### src/rtl/kmap_sweep_checker_dwell_timer.sv
// Per-vector dwell counter: sample_o fires on the edge f is captured,
// tick_o on the following edge, when the next vector is driven.
module kmap_dwell_timer #(
  parameter int unsigned DWELL = 4,
  parameter int unsigned CNT_W = 8
) (
  input  logic clk,
  input  logic rst_n,
  input  logic clr_i,
  input  logic en_i,
  output logic tick_o,
  output logic sample_o
);
  logic [CNT_W-1:0] cnt_q;

  assign tick_o   = (cnt_q == CNT_W'(DWELL - 1));
  assign sample_o = (cnt_q == CNT_W'(DWELL - 2));

  always_ff @(posedge clk or negedge rst_n) begin
    if (!rst_n)     cnt_q <= '0;
    else if (clr_i) cnt_q <= '0;
    else if (en_i)  cnt_q <= tick_o ? '0 : cnt_q + 1'b1;
  end
endmodule

### config.mk
export PLATFORM = sky130hd
export DESIGN_NAME = kmap_dwell_timer
export DESIGN_NICKNAME = d
export VERILOG_FILES = /design/src/rtl/kmap_sweep_checker_dwell_timer.sv
export SDC_FILE = /design/constraint.sdc
export NUM_CORES = 1
export LEC_CHECK = 0
export CORE_AREA = 10 10 47 49
export CTS_BUF_LIST = sky130_fd_sc_hd__clkbuf_4 sky130_fd_sc_hd__clkbuf_8 sky130_fd_sc_hd__clkbuf_16
export DETAILED_ROUTE_END_ITERATION = 16
export DIE_AREA = 0 0 57 59
export SYNTH_ARGS = -nofsm -noshare
export SYNTH_HDL_FRONTEND = slang
export SYNTH_SLANG_ARGS = --single-unit
### constraint.sdc
create_clock -name clk -period 2.7 [get_ports clk]
set_clock_uncertainty 0.2 [all_clocks]
set_input_delay 0.54 -clock clk [delete_from_list [all_inputs] [get_ports clk]]
set_output_delay 0.54 -clock clk [all_outputs]
set_load 0.02 [all_outputs]
* Word-level counts from Yosys, hierarchy flattened
Cells that the tools add are included.
** Storage, ports and cells
- Output and inout bits :: 2
- Logic and storage cells :: 8
- Flip-flop bits (word level) :: 8
- Bits of input ports :: 4
** Operators by class
- Add/sub/neg operators :: 1
- Mux-type cells :: 3
- Reduce and logical (&&, ||, !) cells :: 1
- Equal/unequal tests :: 2
** Operators by type and width (count)
- two-way mux 8 bit :: 3
- equality test 8 x 2 -> 1 bit, second input constant :: 2
- adder 8 x 1 -> 8 bit, second input constant :: 1
- nonzero test 2 bit :: 1

* Depth between registers and ports, before layout
Gate-level depths: netlist (run 1).
- Word-level depth :: 4
- Gate-level depth with buffers :: 4
- Depth with buffers taken out :: 4

* Least setup slack after synthesis (run 1)
No wires, ideal clock.
- Path kind :: reg2out
- From :: reg cnt_q[6]
- To :: out sample_o
- Stages on the path, launching flop included :: 4
- Setup slack :: 0.626 ns
- Path buffers :: 0
- Data arrival time :: 1.334 ns
- Data required time :: 1.960 ns
- Path through :: dfrtp_1 > or4_4 > nor3_1 > and2_1
** On the way
- Longest elaborated chain between the ends :: 1
** Ends and longest elaborated chain
- from (decl) :: line 14 : logic [CNT_W-1:0] cnt_q;
- from (signal assigned) :: line 22 : else if (en_i) cnt_q <= tick_o ? '0 : cnt_q + 1'b1;
- equality test 8 x 2 -> 1 bit :: line 17 : assign sample_o = (cnt_q == CNT_W'(DWELL - 2));
- to (decl) :: line 12 : output logic sample_o
Every way passes these cells.

* Worst setup path in the final report (run 1)
Ends and elaborated chain as after synthesis.

==> flow_summary_export.csv, run 1 <==
group,metric,value,unit
routing,drc,0,
yosys,synth-adder-area-share,5.22,%
global_routing,grt_pass1_wl,1790,µm
yosys,ys_ff_latch,8,
worst_setup_path,cp-startpoint,"cnt_q[6]$_DFFE_PN0P_",
worst_setup_path,worstPathArrival,1830,ps
worst_setup_path,cp_slowest_cell,"or4_4",
power,finalPower,0.244,mW
finish,layout_common_cells,"dfrtp_1 (8), nor2_1 (4), nand2_1 (4), a21oi_1 (4)",
worst_setup_path,crit_required,1960,ps
floorplanning,dieArea,3360,µm²
routing,dr.pass1.iters,4,
floorplanning,ios,6,
finish,n_fill_cell,149,
cts,cts.sinks,8,
yosys,synthMuxAreaShare,0,%
yosys,synth_cell_types,23,
cts,cts.clk_slew.worst_paths,50,ps
routing,num_vias,371,
cts,clock_path_buffers,2,
finish,final_area,569,µm²
yosys,synth_top_family_by_area,"compound AO/OA/AOI/OAI gates",
timing,relSlewSlack,74.6,%
global_routing,first_global_vias,393,
routing,totalWireLength,984,µm
floorplanning,die_x,57,µm
finish,largest_register_ffs,8,
worst_setup_path,critPathKind,"reg -> out",
yosys,synth_xor_area_share,5.48,%
floorplanning,die_h,59,µm
power,ir_drop,0.000216,V
timing,fin_setup_tns,0,ps
routing,vias_per_cell,5.15,
place,hpwl,776,µm
worst_setup_path,r2r-start,"cnt_q[6]$_DFFE_PN0P_",
yosys,synth_nets,56,
timing,fmax,0.389,GHz
cts,post_cts_buffers,0,
timing,min_period,2570,ps
finish,regArea,200,µm²
min_path,hp-start,"cnt_q[7]$_DFFE_PN0P_",
timing,rsz0062_at_grt,"no",
global_routing,overflow,0,
floorplanning,start_util,34.2,%
global_routing,grt_usage,6.98,%
cts,clock_latency,250,ps
cts,htreeDepth,1,
finish,reg_top3,"cnt_q x8",
worst_setup_path,end_kind,"primary output",
timing,timing_worst_slew_pin_value,380,ps
yosys,synthesis.area,479,µm²
min_path,hp-class,"reg -> reg",
worst_setup_path,critical_path.top_delay_family,"simple AND/OR/NAND/NOR gates",
power,power_leakage,0.235,nW
worst_setup_path,start_kind,"flip-flop",
status,status,"finished, final reports clean",
global_routing,grt_max_degree,10,
floorplanning,core_area,1400,µm²
place,place_area,544,µm²
power,powerDensity,429,nW/µm²
yosys,synth_warnings,0,
cts,cts_hold_buf,0,
timing,timing.final.ws_setup,131,ps
finish,nets,64,
yosys,synth-simple-area-share,18.8,%
worst_setup_path,critPathMaxStageDelay,580,ps
finish,multi_input_area,253,µm²
routing,drt_iter0_drc,6,
cts,cts_root_buffer,"clkbuf_4",
finish,area_growth,18.8,%
worst_setup_path,cp.buffers_inverters,1,
finish,antenna_cells,0,
floorplanning,rows,14,
yosys,synth.avg_cell_area,9.58,µm²
yosys,syn_inst,50,
place,post-place-ws,31.6,ps
timing,setup_violations,0,
timing,finalHoldViolations,0,
place,portBuffers,5,
cts,cts_tree,"done",
routing,wire_per_inst,13.7,µm
global_routing,grt_antenna_before_repair,0,
routing,final_antenna_net_count,0,
yosys,synth-seq-area-share,41.8,%
timing,fin_crit_sh,95.2,%
finish,layout_commonest_cell,"dfrtp_1",
place,place_congestion,0.749,
yosys,synth-compound-area-share,22.2,%
finish,finish.utilization,40.6,%
worst_setup_path,crit_fanout,4,
finish,drive_gt1_share,16.1,%
finish,largest-register,"cnt_q",
timing,maxSlewViolCount,0,
run,maxCapViolCount,0,
worst_setup_path,crit_path_cell_trace,"or4_4 > nor3_2 > and2_1 > dlygate4sd2_1",
cts,cts_buffers,3,
==> worst min-delay path: stages (launching register included) <==
cell and delay (ps):
dfrtp_1 390, o31ai_1 70, a21oi_1 60
==> what timing repair did <==
action                                  CTS  global route
endpoints found under the setup margin    2             2
pin swaps                                 0             0
gates resized for setup                   2             1
gates cloned                              0             0
==> metal layers <==
| layer | track usage (%) | part of all wire (%) | vias to the layer above |
|---|---|---|---|
| met3 | 3.86 | 4.4 | 4 |
| met1 | 6.11 | 42 | 168 |
| met5 | 0 | 0 | - |
| li1 | - | - | 193 |
| met2 | 12.4 | 52 | 6 |
| met4 | 4.03 | 1.7 | 0 |
==> worst paths after layout <==
kind / end / slack, ps / depth (start not counted)
worst max-delay path: sample_o / 130 / 4
worst min-delay path: cnt_q[7]$_DFFE_PN0P_ / 360 / 2
worst max register to register: cnt_q[3]$_DFFE_PN0P_ / 890 / 3
worst min register to register: cnt_q[7]$_DFFE_PN0P_ / 360 / 2
max in group asynchronous: cnt_q[0]$_DFFE_PN0P_ / 1650 / 1
min in group asynchronous: cnt_q[5]$_DFFE_PN0P_ / 370 / 1
==> cell families (layout without fill, tap and decap cells) <==
| logic type | count (synthesis) | after routing |
|---|---|---|
| AOI/OAI and AO/OA | 13 | 13 |
| and+or+nand+nor | 17 | 17 |
| buffers and inverters | 7 | 13 |
| xor gates and xnor gates | 3 | 3 |
| adders and majority gates | 2 | 2 |
| DFF | 8 | 8 |
==> metrics by stage <==
step                cells  hold WS [ps]
finish                 72           364
detailed placement     69           358
global placement       69           349
global route           72           384
floorplan              50          44.4
CTS                    72           363
==> final cells by class <==
class,count,share of cell area (%)
Sequential cell,8,35.2
Multi-Input combinational cell,35,44.4
Tap cell,16,3.52
Clock buffer,3,3.96
Timing Repair Buffer,7,11.0
Inverter,3,1.98
==> cell usage after synthesis <==
library cell	n	area share, %
a211oi_1	1	1.6
a21oi_1	4	4.2
and2_1	2	2.6
buf_2	3	3.1
clkbuf_2	1	1.0
dfrtp_1	8	42
ha_1	2	5.2
inv_1	3	2.3
nand2_1	4	3.1
nand3_1	2	2.1
nor2_1	4	3.1
nor3_1	1	1.0
o2111ai_1	3	5.5
o211ai_1	1	1.6
o21ai_0	2	2.1
o31ai_1	1	1.6
o41ai_4	1	5.7
or3_1	1	1.3
or3_2	1	1.6
or4_1	1	1.6
or4_4	1	2.3
xnor2_1	1	1.8
xor2_1	2	3.7
==> where the power goes <==
part	leakage [nW]	switching, mW	internal, mW
clock network	0.0138	0.0384	0.0507
registers	0.110	0.00411	0.123
logic	0.112	0.0156	0.0122
(Power assumes the default switching activity.)
==> run 2: changes to the inputs <==
- CAP_MARGIN: not set -> 20
==> results of run 2 <==
The final DEF is identical to that of run 1; final timing and power are the same.
